### src/rtl/alu_op_issue_pkg.sv
// Shared types and constants for the ALU operand issue stage.
package alu_op_issue_pkg;

    localparam int MODE_W = 3;

    localparam logic [MODE_W-1:0] MODE_ADD = 3'd0;
    localparam logic [MODE_W-1:0] MODE_SUB = 3'd1;

    typedef enum logic {
        OUT_EMPTY,
        OUT_FULL
    } out_state_e;

    function automatic int data_width(input int n1);
        return n1 * 8;
    endfunction

endpackage

### src/rtl/alu_req_fifo.sv
// Synchronous request FIFO; head entry is visible on rdata_o.
module alu_req_fifo #(
    parameter int DEPTH = 4,
    parameter int DW    = 8
) (
    input  logic                   clk,
    input  logic                   rst_n,
    input  logic                   push_i,
    input  logic                   pop_i,
    input  logic [DW-1:0]          wdata_i,
    output logic [DW-1:0]          rdata_o,
    output logic [$clog2(DEPTH):0] count_o,
    output logic                   full_o,
    output logic                   empty_o
);

    localparam int AW = $clog2(DEPTH);
    localparam logic [AW:0] FULL_CNT = (AW+1)'(DEPTH);

    logic [DW-1:0] mem_q [DEPTH];
    logic [AW-1:0] rd_q, rd_d;
    logic [AW-1:0] wr_q, wr_d;
    logic [AW:0]   cnt_q, cnt_d;
    logic          do_push;
    logic          do_pop;

    assign full_o  = (cnt_q == FULL_CNT);
    assign empty_o = (cnt_q == '0);
    assign do_push = push_i && !full_o;
    assign do_pop  = pop_i && !empty_o;
    assign rdata_o = mem_q[rd_q];
    assign count_o = cnt_q;

    // Pointers are AW bits wide, so they wrap modulo DEPTH for free.
    always_comb begin
        wr_d  = wr_q;
        rd_d  = rd_q;
        cnt_d = cnt_q;
        if (do_push) wr_d = wr_q + 1'b1;
        if (do_pop)  rd_d = rd_q + 1'b1;
        unique case ({do_push, do_pop})
            2'b10:   cnt_d = cnt_q + 1'b1;
            2'b01:   cnt_d = cnt_q - 1'b1;
            default: cnt_d = cnt_q;
        endcase
    end

    always_ff @(posedge clk or negedge rst_n) begin
        if (!rst_n) begin
            wr_q  <= '0;
            rd_q  <= '0;
            cnt_q <= '0;
        end else begin
            wr_q  <= wr_d;
            rd_q  <= rd_d;
            cnt_q <= cnt_d;
        end
    end

    always_ff @(posedge clk) begin
        if (do_push) mem_q[wr_q] <= wdata_i;
    end

endmodule

### src/rtl/alu_op_issue.sv
// Operand issue stage: queues ALU requests, drives the ALU from the
// FIFO head and registers the result behind a valid/ready handshake.
module alu_op_issue
    import alu_op_issue_pkg::*;
#(
    parameter  int N1    = 8,
    parameter  int DEPTH = 4,
    localparam int W     = data_width(N1)
) (
    input  logic                   clk,
    input  logic                   rst_n,
    input  logic                   in_valid,
    output logic                   in_ready,
    input  logic [W-1:0]           in_a,
    input  logic [W-1:0]           in_b,
    input  logic [MODE_W-1:0]      in_mode,
    input  logic                   in_chain,
    output logic [W-1:0]           alu_a,
    output logic [W-1:0]           alu_b,
    output logic [MODE_W-1:0]      alu_mode,
    input  logic [W-1:0]           alu_result,
    output logic                   out_valid,
    input  logic                   out_ready,
    output logic [W-1:0]           out_result,
    output logic [MODE_W-1:0]      out_mode,
    output logic [$clog2(DEPTH):0] count
);

    typedef struct packed {
        logic [W-1:0]      a;
        logic [W-1:0]      b;
        logic [MODE_W-1:0] mode;
        logic              chain;
    } req_t;

    req_t                wreq;
    req_t                head;
    logic                fifo_full;
    logic                fifo_empty;
    logic                push;
    logic                issue;

    out_state_e          state_q, state_d;
    logic [W-1:0]        res_q, res_d;
    logic [MODE_W-1:0]   omode_q, omode_d;
    logic [W-1:0]        acc_q, acc_d;

    assign wreq = '{a: in_a, b: in_b, mode: in_mode, chain: in_chain};

    alu_req_fifo #(
        .DEPTH (DEPTH),
        .DW    ($bits(req_t))
    ) u_fifo (
        .clk     (clk),
        .rst_n   (rst_n),
        .push_i  (push),
        .pop_i   (issue),
        .wdata_i (wreq),
        .rdata_o (head),
        .count_o (count),
        .full_o  (fifo_full),
        .empty_o (fifo_empty)
    );

    // in_ready depends only on registered occupancy, never on out_ready.
    assign in_ready  = !fifo_full;
    assign push      = in_valid && in_ready;
    assign out_valid = (state_q == OUT_FULL);
    assign issue     = !fifo_empty && (!out_valid || out_ready);

    assign alu_a    = fifo_empty ? '0 : (head.chain ? acc_q : head.a);
    assign alu_b    = fifo_empty ? '0 : head.b;
    assign alu_mode = fifo_empty ? '0 : head.mode;

    assign out_result = res_q;
    assign out_mode   = omode_q;

    always_comb begin
        state_d = state_q;
        res_d   = res_q;
        omode_d = omode_q;
        acc_d   = acc_q;
        unique case (state_q)
            OUT_EMPTY: if (issue) state_d = OUT_FULL;
            OUT_FULL:  if (out_ready && !issue) state_d = OUT_EMPTY;
            default:   state_d = OUT_EMPTY;
        endcase
        // acc follows every issue so a chained op right behind can use it.
        if (issue) begin
            res_d   = alu_result;
            omode_d = head.mode;
            acc_d   = alu_result;
        end
    end

    always_ff @(posedge clk or negedge rst_n) begin
        if (!rst_n) begin
            state_q <= OUT_EMPTY;
            res_q   <= '0;
            omode_q <= MODE_ADD;
            acc_q   <= '0;
        end else begin
            state_q <= state_d;
            res_q   <= res_d;
            omode_q <= omode_d;
            acc_q   <= acc_d;
        end
    end

endmodule

### config.mk
export PLATFORM = sky130hd
export DESIGN_NAME = alu_op_issue
export DESIGN_NICKNAME = d
export VERILOG_FILES = /design/src/rtl/alu_op_issue_pkg.sv /design/src/rtl/alu_req_fifo.sv /design/src/rtl/alu_op_issue.sv
export SDC_FILE = /design/constraint.sdc
export NUM_CORES = 1
export LEC_CHECK = 0
export ABC_CLOCK_PERIOD_IN_PS = 5650
export BUFFER_PORTS_ARGS = -buffer_cell sky130_fd_sc_hd__buf_4
export CAP_MARGIN = 15
export CORE_MARGIN = 4
export CORE_UTILIZATION = 50
export DETAILED_ROUTE_END_ITERATION = 8
export PLACE_DENSITY = 0.76
export SLEW_MARGIN = 10
export SYNTH_ARGS = -nofsm -noshare
export SYNTH_HDL_FRONTEND = slang
export SYNTH_SLANG_ARGS = --single-unit
### constraint.sdc
create_clock -name clk -period 5.65 [get_ports clk]
set_input_delay 1.13 -clock clk [delete_from_list [all_inputs] [get_ports clk]]
set_output_delay 1.13 -clock clk [all_outputs]
set_load 0.1 [all_outputs]
Yosys cells after proc, flatten, opt, wreduce, memory -nomap -nowiden
Memory sizes are Yosys's and may differ from the RTL's.
Index checks and enable logic that the tools add are counted.
{"block": "classes", "addsub": 4, "eq_ne": 3, "mux": 10, "bitwise_logic": 1, "n_reduce_logical": 12}
{"cell": "$mux 64", "n": 3}
{"cell": "$pmux 3 s2", "n": 1}
{"cell": "$logic_and 1x1->1", "n": 5}
{"cell": "$add 2x1->2 const B", "n": 2}
{"cell": "$logic_not 1->1", "n": 4}
{"cell": "$mux 1", "n": 4}
{"cell": "$add 3x1->3 const B", "n": 1}
{"cell": "$eq 3x3->1 const B", "n": 1}
{"cell": "$logic_not 3->1", "n": 1}
{"cell": "$mux 3", "n": 1}
{"cell": "$sub 3x1->3 const B", "n": 1}
{"cell": "$eq 2x1->1 const B", "n": 1}
{"cell": "$eq 2x2->1 const B", "n": 1}
{"cell": "$pmux 1 s2", "n": 1}
{"cell": "$reduce_bool 2->1", "n": 1}
{"cell": "$logic_or 1x1->1", "n": 1}
{"cell": "$not 1->1", "n": 1}
{"block": "word_totals", "ff_bits": 75, "mem_bits_rw": 528, "input_bits": 200, "output_inout_bits": 203, "wordCells": 37, "mem_count": 1}
{"memory": "u_fifo.mem_q", "words": 4, "word_bits": 132, "read_ports": 1, "rd_clocked_by_memory_dff": 0, "write_ports": 1, "line_no": "alu_req_fifo.sv:20", "rtl": "logic [DW-1:0] mem_q [DEPTH];"}

Depth between registers and ports, before layout
Gate-level depths: netlist of the first run.
{"block": "depth", "ltp_word": 7, "mapped_depth": 11}

Hierarchy
Synthesis of the first run repeated with hierarchy kept, for this count alone.
{"block": "hier_totals", "cells_unflattened": 1092, "area_unflattened_um2": 23406.2}
{"mod": "alu_req_fifo", "n_inst": 1, "cells_each": 727, "area_per_inst_um2": 19438.6, "seq_area_each_um2": 16030.4}
{"mod": "alu_op_issue", "n_inst": 1, "cells_each": 365, "area_per_inst_um2": 3967.6, "seq_area_each_um2": 1701.6}

Worst setup path after synthesis of the first run
Ideal clock, no wire load.
{"block": "synth_timing", "kind": "reg-to-reg", "start": "reg u_fifo.cnt_q[0] (netlist: u_fifo.count_o[0])", "end": "mem u_fifo.mem_q[0][0] (netlist bit) (enable)", "t_arrival_ns": 5.099, "slack_ns": 0.042, "path_stages_with_launch": 3, "n_path_buf": 0, "synth_period_minus_slack_ns": 5.608, "path_cell_list": "dfrtp_1 or3b_1 and3_1"}
{"block": "synth_via", "elab_chain_cells": 6}
{"element": "from (decl)", "line_no": "alu_req_fifo.sv:23", "rtl": "logic [AW:0] cnt_q, cnt_d;"}
{"element": "from (signal assigned)", "line_no": "alu_req_fifo.sv:56", "rtl": "cnt_q <= cnt_d;"}
{"element": "$eq 3x3->1 *", "line_no": "alu_req_fifo.sv:27", "rtl": "assign full_o = (cnt_q == FULL_CNT);"}
{"element": "$logic_not 1->1 *", "line_no": "alu_op_issue.sv:66", "rtl": "assign in_ready = !fifo_full;"}
{"element": "via in_ready", "line_no": "alu_op_issue.sv:13", "rtl": "output logic in_ready,"}
{"element": "$logic_and 1x1->1", "line_no": "alu_op_issue.sv:67", "rtl": "assign push = in_valid && in_ready;"}
{"element": "$logic_and 1x1->1 *", "line_no": "alu_req_fifo.sv:29", "rtl": "assign do_push = push_i && !full_o;"}
{"element": "$mux 1 *", "line_no": "alu_req_fifo.sv:61", "rtl": "if (do_push) mem_q[wr_q] <= wdata_i;"}
{"element": "$mux 1 (implied by the code) *", "line_no": "alu_req_fifo.sv:61"}
{"element": "to (decl)", "line_no": "alu_req_fifo.sv:20"}
The timed path passes the listed nets; every way through them passes the cells marked *.

Worst setup path after layout of the first run
{"block": "layout_timing", "start": "reg u_fifo.rd_q[0]", "end": "out alu_a[63]"}
{"block": "layout_via", "elab_chain_cells": 3}
{"element": "from (decl)", "line_no": "alu_req_fifo.sv:21", "rtl": "logic [AW-1:0] rd_q, rd_d;"}
{"element": "from (signal assigned)", "line_no": "alu_req_fifo.sv:55", "rtl": "rd_q <= rd_d;"}
{"element": "$mem_v2 4x132"}
{"element": "$mux 64 (2 in series)", "line_no": "alu_op_issue.sv:71", "rtl": "assign alu_a = fifo_empty ? '0 : (head.chain ? acc_q : head.a);"}
{"element": "to (decl)", "line_no": "alu_op_issue.sv:18", "rtl": "output logic [W-1:0] alu_a,"}
Every way passes these cells.

==> results of run 1 <==
[logic make-up after synthesis]
| family | Yosys count | share of synthesized area, % |
|---|---|---|
| adders and majority gates | 6 | 0.353 |
| and+or+nand+nor | 143 | 3.18 |
| muxes | 265 | 18.9 |
| DFF | 603 | 75.8 |
| xor gates and xnor gates | 6 | 0.225 |
| buffers and inverters | 65 | 1.55 |
[worst max-delay path, cell delays in order, from the launching register on]
cell and delay (ns):
dfrtp_4 0.44, buf_4 0.77, mux4_2 0.65, mux2i_1 0.18, nor2_1 0.06, buf_4 0.27
[synthesized netlist by cell type, drive strengths merged (3+ instances only)]
| library cell | n | share of area [%] |
|---|---|---|
| mux2 | 68 | 3.4 |
| xnor2 | 3 | 0.11 |
| xor2 | 3 | 0.11 |
| edfxtp | 528 | 68 |
| mux2i | 65 | 2.8 |
| clkbuf | 26 | 0.42 |
| nor2b | 68 | 1.8 |
| inv | 6 | 0.096 |
| ha | 5 | 0.27 |
| nor2 | 65 | 1.0 |
| dfrtp | 75 | 8.0 |
| buf | 33 | 1.0 |
| and3 | 4 | 0.11 |
| mux4 | 132 | 13 |
[worst min-delay path by stage]
stage,start,endpoint,slack [ns]
2_1_floorplan,u_fifo.wr_q[1]$_DFFE_PN0P_,u_fifo.wr_q[1]$_DFFE_PN0P_,0.51
3_3_place_gp,acc_q[51]$_DFFE_PN0P_,acc_q[51]$_DFFE_PN0P_,0.50
3_5_place_dp,out_mode[2]$_DFFE_PN0P_,out_mode[2]$_DFFE_PN0P_,0.50
4_1_cts,rst_n,acc_q[11]$_DFFE_PN0P_,0.44
5_1_grt,rst_n,acc_q[2]$_DFFE_PN0P_,0.46
6_report,rst_n,acc_q[14]$_DFFE_PN0P_,0.46
[cell usage in the layout (no fill, tap or decap), drive strengths merged]
cell type	n
edfxtp	528
buf	418
mux4	132
dfrtp	75
clkbuf	72
nor2b	68
mux2	68
mux2i	65
nor2	65
clkinv	24
bufinv	12
inv	7
ha	5
and3	4
xnor2	3
xor2	3
diode	2
clkinvlp	2
nor3	1
nand2b	1
or3b	1
and2	1
nand2	1
nand3b	1
fa	1
[area by class of cell]
class	instances	area, sq um
multi-input combinational	420	5330
clock inverter	39	510
timing repair buffer	418	3210
inverter	6	22.5
tap	600	751
clock buffer	72	1600
antenna	2	5.00
fill	3087	16600
sequential	603	17700
[per-layer routing]
metal  global-route usage [%]  wire length, um  vias to the layer above  part of all wire [%]
li1                         -                -                     5208                     -
met1                     27.1            20500                     6102                    40
met2                     31.9            24700                      418                    49
met3                     6.70             4490                       71                   8.9
met4                     5.18              956                        8                   1.9
met5                        0               57                        -                  0.11
[stage by stage]
| step | cell area, sq um | cells | setup WS [ns] | util, % | hold WS (ns) |
|---|---|---|---|---|---|
| 6_report | 29200 | 2160 | 1.47 | 63.7 | 0.464 |
| 3_3_place_gp | 27100 | 2047 | 2.05 | 59.1 | 0.496 |
| 4_1_cts | 29200 | 2158 | 1.36 | 63.7 | 0.437 |
| 2_1_floorplan | 23400 | 1088 | 0.0425 | - | 0.512 |
| 3_5_place_dp | 27100 | 2047 | 2.02 | 59.1 | 0.501 |
| 5_1_grt | 29200 | 2160 | 1.23 | 63.7 | 0.459 |
[state kept, by name, indices dropped and copies added (netlist names)]
| register | flops |
|---|---|
| u_fifo.rd_q | 2 |
| u_fifo.wr_q | 2 |
| out_valid | 1 |
| u_fifo.count_o | 3 |
| acc_q | 64 |
| u_fifo.mem_q | 528 |
| out_mode | 3 |
==> results.py, run 1 <==
metrics = {
    "synthesis": {
        "syn-cell-area_sq_um": 23400,
        "synth_warnings": 0,
        "avgSynthCellArea_sq_um": 21.5,
        "seq_area_frac_synth_pct": 75.8,
        "synthCells": 1088,
        "syn_nets": 1294,
        "ys_async_sr_fraction_pct": 12.4,
        "synth_edf_count": 528,
        "ys.flop_type": "edfxtp_1",
        "synth_seq_cells": 603,
        "synth_cell_type_count": 26,
    },
    "critical_path": {
        "arrival_ns": 3.05,
        "crit_path_start_kind": "register",
        "path_max_fanout": 52,
        "critical_path.endpoint": "alu_a[63]",
        "critPathRequiredTime_ns": 4.52,
        "cp-end-kind": "output port",
        "crit_start": "u_fifo.rd_q[0]$_DFFE_PN0P_",
        "crit_type": "reg2out",
        "rrSetupSlack_ns": 2.75,
        "reg2regPathDepth": 5,
        "rr_endpoint": "acc_q[20]$_DFFE_PN0P_",
        "timing.rr.start": "u_fifo.count_o[0]$_DFFE_PN0P_",
    },
    "global_routing": {
        "grt_pass1_wl_um": 77000,
        "gr-total-overflow": 0,
        "track_usage_pct": 20.0,
        "grt_max_degree": 135,
        "antenna_found_initial": 6,
        "grt_pass1_vias": 12500,
    },
    "die": {
        "start_util_pct": 51.1,
        "die_y_um": 224,
        "chipWidth_um": 224,
        "die_area_sq_um": 50300,
        "ios": 403,
        "core_sq_um": 45800,
        "rows": 78,
    },
    "run_status": {
        "status": "finished clean",
    },
    "place": {
        "port_buffers": 402,
        "post-dp-hpwl_um": 31200,
        "place_congestion": 0.860,
    },
    "sta": {
        "final_hold_viol_count": 0,
        "rsz0062_at_grt": "no",
        "drv_slew": 0,
        "finalCriticalPeriod_ns": 4.18,
        "setup_viol": 0,
        "fin_worst_skew_ns": 0.0119,
        "fin_crit_sh_pct": 74.0,
        "worst_pin_slew_ns": 1.05,
        "tns_ns": 0,
        "fmax_mhz": 239,
        "slew-limit-headroom_pct": 30.1,
    },
    "cts": {
        "path_clk_slew_ns": 0.06,
        "post_cts_buffers": 0,
        "cts_buffers": 60,
        "clock-root-buffer": "clkbuf_16",
        "ctsHoldBuffers": 0,
        "cts_tree": "built",
        "clk_path_buf_depth": 3,
        "h-tree-depth": 2,
        "cts_sinks": 603,
        "clock_latency_ns": 0.60,
        "cts.repair.resized": 0,
    },
    "run": {
        "maxCapViolations": 0,
    },
    "routing": {
        "avgViaCountPerCell": 5.47,
        "drc": 0,
        "drt-wirelength-per-cell_um": 23.5,
        "routed_wl_um": 50700,
        "ant_nets": 0,
        "vias": 11800,
        "firstDrtPassIters": 4,
        "drt-initial-drc-count": 778,
    },
    "hold_path": {
        "hold_path.class": "in2async",
    },
    "finish": {
        "drive_gt1_share_pct": 42.2,
        "syn_to_final_growth_pct": 24.7,
        "layout.nets": 1715,
    },
}
Power of run 1 is not shown: default switching activity piles up to over one toggle a cycle in this logic, so the estimate is an artifact.
==> inputs of run 2 (changes only) <==
- ABC_AREA: default -> 1
- ABC_CLOCK_PERIOD_IN_PS: 5650 -> 4320
- clock period: 5.65 -> 4.32 ns (I/O delays scaled with it)
==> run 2 against run 1 <==
Effect of this change: final area increased by 7.0%; via count increased by 55%; die area increased by 8.8%; utilization decreased by 1.6 points; highest routed layer unchanged; synthesized cell count increased by 120%; critical endpoint is now alu_a[16]; largest cell class unchanged.
==> results.py, run 2 <==
metrics = {
    "critical_path": {
        "crit_cells": 8,
        "crit_chain": "inv_8, nand2_2, nand3_2, buf_12, nand3b_1, nand2_1, nor2_1, buf_4",
        "cpPeakStageDelay_ns": 0.60,
        "worst-path-buf-inv": 3,
        "crit_path_start_kind": "register",
        "cp-end-kind": "output port",
        "rrSetupSlack_ns": 1.74,
        "reg2regPathDepth": 9,
        "path_max_fanout": 25,
        "slowest_stage": "dfrtp_4",
        "arrival_ns": 3.05,
        "crit_family": "simple AND/OR/NAND/NOR gates",
        "critPathRequiredTime_ns": 3.46,
        "crit_type": "reg2out",
    },
    "sta": {
        "fin_crit_sh_pct": 90.5,
        "fmax_mhz": 256,
        "drv_slew": 0,
        "worst_pin_slew_ns": 1.05,
        "setup_viol": 0,
        "rsz0062_at_grt": "no",
        "slew-limit-headroom_pct": 30.0,
        "finalCriticalPeriod_ns": 3.91,
        "tns_ns": 0,
        "final_hold_viol_count": 0,
        "fin_worst_skew_ns": 0.0226,
    },
    "global_routing": {
        "grt_util_met3_pct": 7.26,
        "antenna_found_initial": 6,
        "gr-total-overflow": 0,
        "gr-usage-met1_pct": 28.4,
        "grt_max_degree": 178,
        "track_usage_pct": 23.3,
        "grt-busiest-layer": "met2",
        "met2_usage_pct": 39.1,
        "grt_pass1_wl_um": 98600,
        "grt_pass1_vias": 17900,
    },
    "routing": {
        "drt-wirelength-per-cell_um": 18.7,
        "vias": 18300,
        "avgViaCountPerCell": 5.19,
        "drc": 0,
        "firstDrtPassIters": 6,
        "drt-initial-drc-count": 1343,
        "routed_wl_um": 65600,
        "ant_nets": 0,
    },
    "die": {
        "die_area_sq_um": 54700,
        "start_util_pct": 50.8,
        "ios": 403,
        "rows": 82,
        "die_y_um": 234,
        "chipWidth_um": 234,
        "core_sq_um": 50300,
    },
    "synthesis": {
        "yosysMostFrequentCell": "nand2_1",
        "synth_top_cell_area_share_pct": 62.1,
        "yosysTopAreaCell": "edfxtp_1",
        "avgSynthCellArea_sq_um": 10.5,
        "synth_warnings": 0,
        "synthCells": 2429,
        "ys_async_sr_fraction_pct": 12.4,
        "synth_seq_cells": 603,
        "syn_nets": 2635,
        "syn-cell-area_sq_um": 25500,
        "synthTopCellsByCount": "nand2_1 (607), edfxtp_1 (528), nor2_1 (396)",
        "synth.area.top_cells": "edfxtp_1 (62%), nand2_1 (8.9%), dfrtp_1 (7.4%), nor2_1 (5.8%), inv_1 (4.0%)",
        "synth_cell_type_count": 24,
        "seq_area_frac_synth_pct": 69.5,
        "ys.flop_type": "edfxtp_1",
        "synth_edf_count": 528,
    },
    "cts": {
        "cts_buffers": 59,
        "h-tree-depth": 2,
        "ctsHoldBuffers": 0,
        "clock-root-buffer": "clkbuf_16",
        "post_cts_buffers": 0,
        "cts_tree": "built",
        "clk_path_buf_depth": 3,
        "path_clk_slew_ns": 0.06,
        "cts.repair.resized": 0,
        "cts_sinks": 603,
        "clock_latency_ns": 0.62,
    },
    "run": {
        "maxCapViolations": 0,
    },
    "hold_path": {
        "hold_path.class": "in2async",
    },
    "place": {
        "placedCellCount": 3399,
        "place_congestion": 0.894,
        "post-dp-hpwl_um": 40400,
        "port_buffers": 402,
    },
    "finish": {
        "top_register": "u_fifo.mem_q",
        "fillers": 3849,
        "layout_common_cells": "nand2_1 (606), edfxtp_1 (528), buf_4 (419)",
        "final_common_cell": "nand2_1",
        "fin_cells": 3519,
        "fin_util_pct": 62.1,
        "reg_top3": "u_fifo.mem_q: 528 flops, acc_q: 64 flops",
        "largest_register_ffs": 528,
        "layout.nets": 2995,
        "drive_gt1_share_pct": 19.2,
        "syn_to_final_growth_pct": 22.3,
    },
    "run_status": {
        "status": "finished clean",
    },
}
[run 2: cell types whose count changed after synthesis, sizes merged, moves of 63 or more]
cell    before  now
nand3        0  139
mux2i       65    0
nand2        1  610
nor2        65  396
inv          6  274
a21oi        0   66
mux4       132    0
mux2        68    0
nor2b       68    0
o21ai        0  133
nand3b       1   64
[run 2: final timing paths]
path                                               start                       endpoint
max                           u_fifo.rd_q[0]$_DFFE_PN0P_                      alu_a[16]
min in group clk                          alu_result[15]          acc_q[15]$_DFFE_PN0P_
min                                                rst_n          acc_q[48]$_DFFE_PN0P_
min reg2reg                      out_mode[2]$_DFFE_PN0P_        out_mode[2]$_DFFE_PN0P_
max reg2reg                u_fifo.count_o[0]$_DFFE_PN0P_  u_fifo.count_o[2]$_DFFE_PN0P_
max in group asynchronous                          rst_n           acc_q[9]$_DFFE_PN0P_
[run 2: metal layers]
layer / up-vias / wire (um)
met3: 126 / 6770
met2: 751 / 31900
li1: 8640 / -
met4: 4 / 2130
met5: - / 26
met1: 8753 / 24800
[run 2: layout make-up]
| cell class | count | area, sq um | area share, % |
|---|---|---|---|
| tap | 672 | 841 | 2.69 |
| sequential | 603 | 17700 | 56.8 |
| timing repair buffer | 433 | 3430 | 11.0 |
| antenna | 7 | 17.5 | 0.0561 |
| clock buffer | 82 | 1640 | 5.26 |
| clock inverter | 30 | 363 | 1.16 |
| inverter | 274 | 1040 | 3.33 |
| multi-input combinational | 1418 | 6140 | 19.7 |
[run 2: kinds of logic after synthesis]
family                     share of synthesized area [%]
AOI/OAI and AO/OA                                   3.90
xor gates and xnor gates                           0.103
adders and majority gates                          0.324
buffers and inverters                               6.64
DFF                                                 69.5
and+or+nand+nor                                     19.5
[run 2: per-stage QoR]
stage	setup slack [ns]	hold WS, ns	cell area (sq um)
floorplan	0.0740	0.557	25600
CTS	0.393	0.393	31200
global route	0.290	0.133	31200
global placement	1.12	0.468	29200
finish	0.411	0.147	31200
detailed placement	1.07	0.480	29200
Power of run 2 is left out for the same reason.
